<file path="src/rtl/card_shoe.sv">
// Single-deck shoe dealing without replacement: an LFSR picks a start slot and a
// used-card bitmap with linear probing guarantees every card is unique until a reshuffle.
module card_shoe #(
    parameter logic [15:0] LFSR_SEED    = 16'hACE1,
    parameter int unsigned RESHUFFLE_AT = 0
) (
    input  logic       clk,
    input  logic       reset,
    input  logic       draw_req,
    input  logic       shuffle_req,
    output logic       card_valid,
    output logic [3:0] card_value,
    output logic [5:0] card_index,
    output logic       busy,
    output logic [5:0] cards_left,
    output logic       reshuffled
);

    // state | meaning
    // IDLE  | waiting for draw_req; applies manual, pending or automatic reshuffles
    // PICK  | turn the current LFSR value into the first probe slot
    // PROBE | walk forward (with wrap) until a free slot is found and claimed
    // DONE  | present card_valid for one cycle
    typedef enum logic [1:0] {IDLE, PICK, PROBE, DONE} state_t;

    localparam logic [5:0] DECK       = 6'd52;
    localparam logic [5:0] RESHUF_LVL = 6'(RESHUFFLE_AT);

    state_t      state_q, state_d;
    logic [51:0] used_q, used_d;
    logic [5:0]  left_q, left_d;
    logic [5:0]  ptr_q, ptr_d;
    logic [5:0]  idx_q, idx_d;
    logic [3:0]  val_q, val_d;
    logic        pend_q, pend_d;
    logic [15:0] lfsr_q;
    logic        clear;
    logic [5:0]  pick_c;
    logic [5:0]  rank;

    always_ff @(posedge clk) begin
        if (reset) begin
            state_q <= IDLE;
            used_q  <= '0;
            left_q  <= DECK;
            ptr_q   <= '0;
            idx_q   <= '0;
            val_q   <= '0;
            pend_q  <= 1'b0;
            lfsr_q  <= LFSR_SEED;
        end else begin
            state_q <= state_d;
            used_q  <= used_d;
            left_q  <= left_d;
            ptr_q   <= ptr_d;
            idx_q   <= idx_d;
            val_q   <= val_d;
            pend_q  <= pend_d;
            // x^16 + x^14 + x^13 + x^11, free-running in every state
            lfsr_q  <= {lfsr_q[14:0], lfsr_q[15] ^ lfsr_q[13] ^ lfsr_q[12] ^ lfsr_q[10]};
        end
    end

    always_comb begin
        state_d = state_q;
        used_d  = used_q;
        left_d  = left_q;
        ptr_d   = ptr_q;
        idx_d   = idx_q;
        val_d   = val_q;
        pend_d  = pend_q;
        clear   = 1'b0;
        pick_c  = lfsr_q[5:0];
        rank    = ptr_q % 6'd13;

        if (state_q != IDLE && shuffle_req) begin
            pend_d = 1'b1;
        end

        case (state_q)
            IDLE: begin
                if (shuffle_req || pend_q || (draw_req && left_q <= RESHUF_LVL)) begin
                    clear = 1'b1;
                end
                if (draw_req) begin
                    state_d = PICK;
                end
            end
            PICK: begin
                ptr_d   = (pick_c >= DECK) ? pick_c - DECK : pick_c;
                state_d = PROBE;
            end
            PROBE: begin
                if (used_q[ptr_q]) begin
                    ptr_d = (ptr_q == 6'd51) ? 6'd0 : ptr_q + 6'd1;
                end else begin
                    used_d[ptr_q] = 1'b1;
                    left_d        = left_q - 6'd1;
                    idx_d         = ptr_q;
                    val_d         = (rank >= 6'd9) ? 4'd10 : 4'(rank + 6'd1);
                    state_d       = DONE;
                end
            end
            DONE: begin
                state_d = IDLE;
            end
            default: begin
                state_d = IDLE;
            end
        endcase

        // The clear lands before a same-cycle draw, so that draw sees a full deck.
        if (clear) begin
            used_d = '0;
            left_d = DECK;
            pend_d = 1'b0;
        end
    end

    assign card_valid = (state_q == DONE);
    assign busy       = (state_q != IDLE);
    assign card_value = val_q;
    assign card_index = idx_q;
    assign cards_left = left_q;
    assign reshuffled = clear & ~reset;

endmodule

</file>
<file path="config.mk">
export PLATFORM = sky130hd
export DESIGN_NAME = card_shoe
export DESIGN_NICKNAME = d
export VERILOG_FILES = /design/src/rtl/card_shoe.sv
export SDC_FILE = /design/constraint.sdc
export NUM_CORES = 1
export LEC_CHECK = 0
export ABC_AREA = 0
export BUFFER_PORTS_ARGS = -buffer_cell sky130_fd_sc_hd__buf_2
export CAP_MARGIN = 20
export CORE_MARGIN = 2
export CORE_UTILIZATION = 38
export CTS_CLUSTER_DIAMETER = 50
export DETAILED_ROUTE_END_ITERATION = 16
export PLACE_DENSITY = 0.51
export REMOVE_ABC_BUFFERS = 1
export SLEW_MARGIN = 20
export SYNTH_ARGS = -nofsm -noshare
export SYNTH_HDL_FRONTEND = slang
export SYNTH_SLANG_ARGS = --single-unit
</file>
<file path="constraint.sdc">
create_clock -name clk -period 7 [get_ports clk]
set_input_delay 0.35 -clock clk [delete_from_list [all_inputs] [get_ports clk]]
set_output_delay 0.35 -clock clk [all_outputs]
set_load 0.1 [all_outputs]
</file>
==> run_results.csv, run 1 <==
group,metric,value,unit
run_status,outcome,"complete, no violations",
logic_synthesis,synthTopCellsByArea,"dfxtp_1, a31oi_1, nor2_1, nand2_1, ha_1",
timing,setup_viol,0,
place,place_area,0.004609,sq mm
critical_path,cp-endpoint,"cards_left[5]$_SDFFE_PP1P_",
critical_path,crit_fanout,57,
critical_path,r2r_cells,9,
logic_synthesis,ys_types,63,
clock_tree,clk_latency,0.35,ns
critical_path,critPathLaunch,"ptr_q[2]$_SDFFE_PP0P_",
critical_path,worstSetupStartpointType,"flop",
detailed_routing,drt_iter0_drc,299,
final_layout,area_delta_synth_final,10.98,%
logic_synthesis,synthSimpleGateAreaFrac,20.02,%
clock_tree,cts-root-buf,"clkbuf_16",
place,port_buffers,22,
logic_synthesis,syn-cell-area,0.004432,sq mm
logic_synthesis,synth.top_cell.area_share,42.01,%
power_and_ir_drop,power.density,391.1,mW/mm^2
floorplan,die-area,0.01254,sq mm
floorplan,row_count,39,
flow_run,maxCapViolations,0,
timing,clock_skew,0.008806,ns
final_layout,final_cells,675,
floorplan,ios,23,
logic_synthesis,synth_largest_area_cell,"dfxtp_1",
clock_tree,ctsResizeCount,0,
logic_synthesis,seq_area_frac_synth,42.01,%
clock_tree,cts_max_path_buffers,2,
detailed_routing,antenna_left,0,
logic_synthesis,synth-async-reset-ratio,0,%
clock_tree,cts_made_buffers,9,
critical_path,cpPeakStageDelay,0.72,ns
place,placedCellCount,659,
floorplan,core_area,0.01142,sq mm
final_layout,fillerInstances,1194,
clock_tree,ctsHoldBuffers,0,
logic_synthesis,synth_edf_count,0,
timing,max_freq,0.2633,GHz
logic_synthesis,synthMuxAreaShare,5.251,%
critical_path,crit_type,"reg -> reg",
logic_synthesis,synthAdderAreaFrac,4.122,%
timing,drv_slew,0,
timing,slew_headroom,34.26,%
floorplan,die_x,112.0,um
logic_synthesis,synth_compound_area_share,21.54,%
logic_synthesis,synth_cells,521,
power_and_ir_drop,peakVddDrop,182.7,uV
final_layout,layout-drive-gt1-share,12.03,%
critical_path,cpMostUsedCell,"buf_4",
logic_synthesis,synthTopCellsByCount,"dfxtp_1, nor2_1, a31oi_1, nand2_1, a21oi_1",
global_route,grt_pass1_wl,18880,um
critical_path,critPathArrivalTime,4.02,ns
worst_hold_path,hold_path_class,"in -> reg",
final_layout,antenna_cells,0,
final_layout,num-nets-final,544,
timing,fin_ws,3.202,ns
timing,rsz0062_at_grt,"no",
timing,min_period,3.798,ns
timing,timing.setup.tns,0,ns
logic_synthesis,ys_warn_count,0,
timing,hold_violations,0,
floorplan,start_util,38.81,%
clock_tree,htree_levels,3,
critical_path,critPathRequiredTime,7.22,ns
logic_synthesis,synth-main-ff-cell,"dfxtp_1",
clock_tree,cts_tree,"yes",
place,gp_congestion,0.8646,
final_layout,fin_area,0.004918,sq mm
logic_synthesis,syn_avg_cell_area,8.506,sq um
global_route,grt.total_usage,18.66,%
timing,worst_pin_slew,0.9786,ns
critical_path,rr_startpoint,"ptr_q[2]$_SDFFE_PP0P_",
critical_path,crit_chain,"buf_4, mux2_1, a221oi_1, a21oi_1, a211o_1, nor3_4, buf_4, and3_1, o21ai_0",
logic_synthesis,ys_ff_latch,93,
critical_path,worst_setup_path_end_kind,"flop",
critical_path,reg2reg_slack,3.20,ns
place,place_ws,3.221,ns
detailed_routing,routed_wl,11280,um
detailed_routing,num_vias,3805,
power_and_ir_drop,power.leakage,1.812,nW
detailed_routing,dr.pass1.iters,4,
floorplan,die_h,112.0,um
critical_path,crit_slowest_cell,"dfxtp_1",
detailed_routing,avgViaCountPerCell,5.637,
global_route,overflow,0,
place,hpwl,7384,um
global_route,antenna_found_initial,0,
final_layout,utilization,43.07,%
logic_synthesis,synthXorXnorAreaFrac,1.581,%
logic_synthesis,synth_top_family_by_area,"compound AO/OA/AOI/OAI gates",
detailed_routing,drc,0,
timing,finalCritPeriodShare,54.26,%
clock_tree,cts_setup_buffers,0,
critical_path,r2r_end,"cards_left[5]$_SDFFE_PP1P_",
global_route,grt_max_degree,58,
clock_tree,cts_sinks,93,
detailed_routing,avgRoutedWirePerCell,16.71,um
logic_synthesis,yosysMostFrequentCell,"dfxtp_1",
global_route,grt_pass1_vias,3638,
clock_tree,clk_pin_slew_worst_paths,0.07,ns
==> power by group <==
| part | switching [mW] | internal (mW) |
|---|---|---|
| registers | 0.0726 | 0.570 |
| clock network | 0.225 | 0.282 |
| logic | 0.564 | 0.210 |
| total | 0.862 | 1.06 |
==> critical path: cells and delay by family, from the launching register on <==
family	cells	cell delay (ns)
buf+inv	2	1.01
mux	1	0.35
compound gates	4	0.83
simple gates	2	0.71
flops	1	0.72
==> registers in the layout, summed over array words and instances, names as in the netlist <==
| signal | flops |
|---|---|
| pend_q | 1 |
| ptr_q | 6 |
| state_q | 2 |
| lfsr_q | 16 |
| cards_left | 6 |
| card_index | 6 |
| used_q | 52 |
| card_value | 4 |
==> final cells by class <==
| type | instances | area [sq um] | share of cell area, % |
|---|---|---|---|
| well taps | 143 | 178.9 | 3.638 |
| clock buffers | 9 | 225.2 | 4.579 |
| multi-input cells | 374 | 2328 | 47.34 |
| repair buffers | 30 | 170.2 | 3.460 |
| clock inverters | 7 | 81.33 | 1.654 |
| inverters | 19 | 71.32 | 1.450 |
| flip-flops and latches | 93 | 1863 | 37.88 |
==> metrics by stage <==
step	hold WS [ns]	total power [mW]
2_1_floorplan	0.3895	1.211
3_3_place_gp	0.3913	1.419
3_5_place_dp	0.3950	1.425
4_1_cts	0.2836	1.937
5_1_grt	0.3055	2.037
6_report	0.2864	1.924
==> worst min-delay path by stage <==
stage | start | end | slack (ns) | cells after the start
floorplan | lfsr_q[9]$_SDFF_PP0_ | lfsr_q[10]$_SDFF_PP1_ | 0.39 | 1
global placement | lfsr_q[6]$_SDFF_PP1_ | lfsr_q[7]$_SDFF_PP1_ | 0.39 | 1
detailed placement | lfsr_q[6]$_SDFF_PP1_ | lfsr_q[7]$_SDFF_PP1_ | 0.39 | 1
CTS | shuffle_req | pend_q$_SDFFE_PP0P_ | 0.28 | 3
global route | shuffle_req | pend_q$_SDFFE_PP0P_ | 0.31 | 3
finish | shuffle_req | pend_q$_SDFFE_PP0P_ | 0.29 | 3
==> cells in the final DEF (no fill, tap or decap), types with 4 or more instances in the layout <==
cell and n:
a21oi_1 24, a221oi_1 6, a311oi_1 5, a31oi_1 54, and2_1 5, buf_2 22, buf_4 8, clkbuf_16 9
dfxtp_1 92, ha_1 13, inv_1 18, mux2i_1 12, nand2_1 44, nand2b_1 6, nand3_1 10, nor2_1 75
nor2b_1 9, nor3_1 13, o211ai_1 4, o21ai_0 17, o31ai_1 4, or2_2 7, xnor2_1 5
==> layer usage <==
metal | part of all wire (%) | up-vias | global-route usage, %
met2 | 46 | 71 | 29.25
met4 | 2.1 | 0 | 7.317
met3 | 3.5 | 17 | 3.321
li1 | - | 1893 | -
met5 | 0 | - | 0
met1 | 49 | 1824 | 25.66
==> kinds of logic (layout without fill, tap and decap cells) <==
logic type,Yosys count,count (layout)
buffers and inverters,54,65
AND/OR/NAND/NOR,189,189
flip-flops,93,93
AO/OA/AOI/OAI,143,143
adder cells (fa/ha/maj),15,15
multiplexers,19,19
XOR/XNOR,8,8
Note: power is estimated with default switching activity, not from simulation.
==> run 2, diff against run 1 <==
==> constraint.sdc (replaced) <==
create_clock -name clk -period 3.96 [get_ports clk]
set_input_delay 0.198 -clock clk [delete_from_list [all_inputs] [get_ports clk]]
set_output_delay 0.198 -clock clk [all_outputs]
set_load 0.1 [all_outputs]
==> run 2 against run 1 <==
Compared with the run above:
- largest cell class unchanged
- global-route usage increased by 0.91 points
- highest routed layer unchanged
- combinational power increased by 87%
- sequential power increased by 74%
- die area unchanged
==> run_results.csv, run 2 (synthesis gave the netlist of run 1 again) <==
group,metric,value,unit
run_status,outcome,"complete, no violations",
timing,slew_headroom,25.38,%
detailed_routing,num_vias,3824,
final_layout,final_cell_mix,"dfxtp_1, nor2_1, a31oi_1",
power_and_ir_drop,peakVddDrop,420.4,uV
floorplan,die_h,112.0,um
timing,finalCritPeriodShare,85.01,%
critical_path,crit_type,"reg -> reg",
final_layout,layout-drive-gt1-share,13.33,%
critical_path,critPathRequiredTime,4.21,ns
critical_path,crit_slowest_cell,"a311oi_1",
global_route,grt_pass1_vias,3771,
final_layout,num-nets-final,552,
global_route,antenna_found_initial,0,
detailed_routing,avgViaCountPerCell,5.599,
detailed_routing,drt_iter0_drc,322,
timing,clock_skew,0.007784,ns
timing,timing.setup.tns,0,ns
timing,max_freq,0.2970,GHz
global_route,grt.total_usage,19.57,%
clock_tree,clk_latency,0.35,ns
floorplan,ios,23,
critical_path,worst_setup_path_end_kind,"flop",
floorplan,core_area,0.01142,sq mm
timing,hold_violations,0,
clock_tree,cts_tree,"yes",
flow_run,maxCapViolations,0,
critical_path,worstSetupStartpointType,"flop",
place,hpwl,7731,um
detailed_routing,routed_wl,11700,um
final_layout,utilization,43.46,%
detailed_routing,antenna_left,0,
clock_tree,cts_setup_buffers,0,
timing,drv_slew,0,
place,gp_congestion,0.8476,
timing,setup_viol,0,
global_route,overflow,0,
final_layout,multi_input_area,0.002332,sq mm
clock_tree,clk_pin_slew_worst_paths,0.07,ns
detailed_routing,dr.pass1.iters,5,
clock_tree,ctsHoldBuffers,0,
floorplan,row_count,39,
floorplan,die-area,0.01254,sq mm
critical_path,crit_fanout,17,
clock_tree,cts-root-buf,"clkbuf_16",
clock_tree,cts_made_buffers,9,
floorplan,start_util,38.81,%
global_route,grt_pass1_wl,19520,um
timing,worst_pin_slew,1.111,ns
final_layout,reg_top3,"used_q x52, lfsr_q x16",
power_and_ir_drop,power.leakage,1.844,nW
power_and_ir_drop,power.density,680.4,mW/mm^2
critical_path,crit_chain,"nand2_1, a21oi_1, ha_1, nand2b_1, a21oi_1, a311oi_1, a41oi_1, a31oi_1, nand2_1, a41o_1",
final_layout,mostFrequentLayoutCell,"dfxtp_1",
clock_tree,cts_sinks,93,
detailed_routing,drc,0,
detailed_routing,avgRoutedWirePerCell,17.13,um
final_layout,fillerInstances,1197,
final_layout,area_delta_synth_final,11.97,%
clock_tree,cts_max_path_buffers,2,
clock_tree,htree_levels,3,
global_route,grt_max_degree,72,
timing,rsz0062_at_grt,"no",
floorplan,die_x,112.0,um
timing,min_period,3.367,ns
final_layout,top_register,"used_q",
clock_tree,ctsResizeCount,0,
final_layout,largest_reg_flops,52,
critical_path,critPathArrivalTime,3.62,ns
place,port_buffers,22,
worst_hold_path,hold_path_class,"in -> reg",
critical_path,cpPeakStageDelay,0.80,ns
final_layout,seq_area,0.001862,sq mm
final_layout,antenna_cells,0,
## run 2: report_power, final
part           internal, mW  switching (mW)
combinational         0.408            1.04
clock                 0.426           0.385
sequential             1.01           0.110
## run 2: layer usage
layer  global-route usage, %  up-vias  part of all wire, %
met5                       0        -                    0
met4                   7.236        0                  1.8
met3                   4.573       15                  4.5
met2                   30.83       68                   46
met1                   26.28     1835                   48
li1                        -     1906                    -
## run 2: worst paths after layout
kind | start | end | slack [ns] | cells after the start
max | ptr_q[4]$_SDFFE_PP0P_ | card_value[2]$_SDFFE_PP0P_ | 0.59 | 10
min | shuffle_req | pend_q$_SDFFE_PP0P_ | 0.12 | 3
max reg2reg | ptr_q[4]$_SDFFE_PP0P_ | card_value[2]$_SDFFE_PP0P_ | 0.59 | 10
min reg2reg | lfsr_q[9]$_SDFF_PP0_ | lfsr_q[10]$_SDFF_PP1_ | 0.41 | 1
## run 2: through the flow
| stage | area [sq um] | setup WS [ns] | hold slack, ns | total power, mW | instances |
|---|---|---|---|---|---|
| 6_report | 4962 | 0.5934 | 0.1193 | 3.377 | 683 |
| 3_3_place_gp | 4682 | 0.7554 | 0.3909 | 2.559 | 667 |
| 3_5_place_dp | 4687 | 0.7016 | 0.3975 | 2.575 | 667 |
| 5_1_grt | 4962 | 0.1450 | 0.1592 | 3.579 | 683 |
| 2_1_floorplan | 4260 | 0.07926 | 0.2647 | 2.141 | 486 |
| 4_1_cts | 4962 | 0.6727 | 0.1170 | 3.392 | 683 |
## run 2: layout make-up
cell class | count | area share [%]
Tap cell | 143 | 3.606
Timing Repair Buffer | 38 | 4.892
Clock buffer | 9 | 4.539
Sequential cell | 93 | 37.52
Inverter | 19 | 1.437
Clock inverter | 7 | 1.009
Multi-Input combinational cell | 374 | 47.00
## run 2: worst max-delay path: cells and delay by family, from the launching register on
| kind | cells | cell delay [ns] |
|---|---|---|
| simple gates | 3 | 0.46 |
| fa+ha+maj | 1 | 0.28 |
| compound gates | 6 | 1.80 |
| flops | 1 | 0.72 |
==> run 3, diff against run 2 <==
==> constraint.sdc (replaced) <==
create_clock -name clk -period 4 [get_ports clk]
set_input_delay 0.2 -clock clk [delete_from_list [all_inputs] [get_ports clk]]
set_output_delay 0.2 -clock clk [all_outputs]
set_load 0.1 [all_outputs]
==> run 3 against run 2 <==
Compared with the run above:
- sequential cell count is the same
- clock power grew 17%
- critical path depth unchanged
- largest power group unchanged
- highest routed layer unchanged
==> run_results.csv, run 3 (synthesis gave the netlist of run 1 again) <==
group,metric,value,unit
timing,timing.setup.tns,0,ns
power_and_ir_drop,power.leakage,1.891,nW
final_layout,num-nets-final,554,
clock_tree,ctsHoldBuffers,0,
final_layout,fin_area,0.005047,sq mm
final_layout,mostFrequentLayoutCell,"dfxtp_1",
final_layout,layout-drive-gt1-share,13.65,%
critical_path,crit_fanout,17,
critical_path,crit_type,"reg -> reg",
floorplan,ios,23,
critical_path,worst_setup_path_end_kind,"flop",
timing,worst_pin_slew,0.8788,ns
worst_hold_path,hold_path_class,"in -> reg",
critical_path,rr_startpoint,"ptr_q[4]$_SDFFE_PP0P_",
global_route,grt_pass1_wl,19540,um
global_route,grt_pass1_vias,3776,
clock_tree,cts_sinks,93,
clock_tree,cts_made_buffers,9,
critical_path,cpPeakStageDelay,0.71,ns
floorplan,die-area,0.01254,sq mm
run_status,outcome,"complete, no violations",
place,hpwl,7839,um
power_and_ir_drop,power.density,694.9,mW/mm^2
final_layout,largest_reg_flops,52,
critical_path,worstSetupStartpointType,"flop",
clock_tree,htree_levels,3,
place,port_buffers,22,
timing,min_period,3.214,ns
global_route,grt_max_degree,56,
detailed_routing,num_vias,3915,
global_route,antenna_found_initial,0,
final_layout,reg_top3,"used_q x52, lfsr_q x16",
detailed_routing,drc,0,
detailed_routing,antenna_left,0,
timing,setup_viol,0,
global_route,overflow,0,
final_layout,fillerInstances,1172,
timing,rsz0062_at_grt,"no",
final_layout,final_cell_mix,"dfxtp_1, nor2_1, a31oi_1",
critical_path,critPathLaunch,"ptr_q[4]$_SDFFE_PP0P_",
place,placedCellCount,669,
final_layout,antenna_cells,0,
detailed_routing,avgViaCountPerCell,5.715,
place,place_area,0.004715,sq mm
detailed_routing,drt_iter0_drc,256,
detailed_routing,routed_wl,11740,um
timing,finalCritPeriodShare,80.36,%
timing,final.hold.worst_slack,0.1248,ns
critical_path,critPathArrivalTime,3.43,ns
flow_run,maxCapViolations,0,
timing,slew_headroom,40.96,%
power_and_ir_drop,peakVddDrop,463.2,uV
floorplan,start_util,38.81,%
final_layout,final_cells,685,
floorplan,row_count,39,
global_route,grt.total_usage,19.73,%
detailed_routing,avgRoutedWirePerCell,17.13,um
critical_path,crit_chain,"nand2_1, a21oi_1, ha_1, inv_1, o21a_1, o211a_1, mux2_2, or4_1, a21oi_1, a311oi_1",
timing,drv_slew,0,
timing,hold_violations,0,
clock_tree,cts-root-buf,"clkbuf_16",
worst_hold_path,hp-start,"shuffle_req",
floorplan,die_h,112.0,um
clock_tree,clk_latency,0.36,ns
critical_path,worst-path-buf-inv,1,
final_layout,top_register,"used_q",
detailed_routing,dr.pass1.iters,4,
clock_tree,cts_tree,"yes",
critical_path,cpMostUsedCell,"a21oi_1",
clock_tree,ctsResizeCount,0,
timing,max_freq,0.3111,GHz
timing,clock_skew,0.01339,ns
floorplan,die_x,112.0,um
critical_path,cp_top_family,"compound AO/OA/AOI/OAI gates",
place,gp_congestion,0.8441,
clock_tree,clk_pin_slew_worst_paths,0.07,ns
clock_tree,cts_max_path_buffers,2,
critical_path,critPathRequiredTime,4.22,ns
power_and_ir_drop,power,3.508,mW
final_layout,area_delta_synth_final,13.89,%
floorplan,core_area,0.01142,sq mm
clock_tree,cts_setup_buffers,0,
critical_path,crit_slowest_cell,"dfxtp_1",
## run 3: cell count changes in the layout (fill, tap and decap cells not counted)
cell,previous run,this run
clkinv_2,2,1
bufinv_16,0,2
clkbuf_8,0,1
inv_8,0,1
buf_12,1,2
buf_4,15,16
clkinvlp_4,3,0
## run 3: final timing paths
| check | end | slack, ns | cells after the start |
|---|---|---|---|
| worst max register to register | card_value[1]$_SDFFE_PP0P_ | 0.79 | 10 |
| worst max-delay path | card_value[1]$_SDFFE_PP0P_ | 0.79 | 10 |
| worst min-delay path | pend_q$_SDFFE_PP0P_ | 0.12 | 3 |
| worst min register to register | lfsr_q[10]$_SDFF_PP1_ | 0.41 | 1 |
## run 3: layout make-up
class,count,area [sq um],share of cell area [%]
inverters,19,71.32,1.413
repair buffers,40,270.3,5.354
flip-flops and latches,93,1862,36.89
well taps,143,178.9,3.545
clock buffers,10,239.0,4.735
clock inverters,6,93.84,1.859
multi-input cells,374,2332,46.21
## run 3: tightest hold or removal path, stage by stage
cell	delay, ns
buf_2	0.08
nor2_1	0.04
nor3_1	0.11
## run 3: per-stage QoR
stage                     util, %  setup WS [ns]
after floorplan                 -         0.1193
after global placement      41.24         0.9063
after detailed placement    41.29         0.8548
after CTS                   44.20         0.8309
after global routing        44.20         0.4714
final                       44.20         0.7856
## run 3: report_power, final
part | switching [mW] | total, mW | internal [mW]
logic | 1.02 | 1.45 | 0.430
clock network | 0.378 | 0.950 | 0.571
registers | 0.106 | 1.10 | 0.998
## run 3: layer usage
metal	vias to the layer above	GRT usage, %	share of wire (%)
met2	89	29.94	45
met4	0	9.106	2.6
met1	1891	26.96	47
met3	21	4.192	5.3
li1	1914	-	-
met5	-	0	0
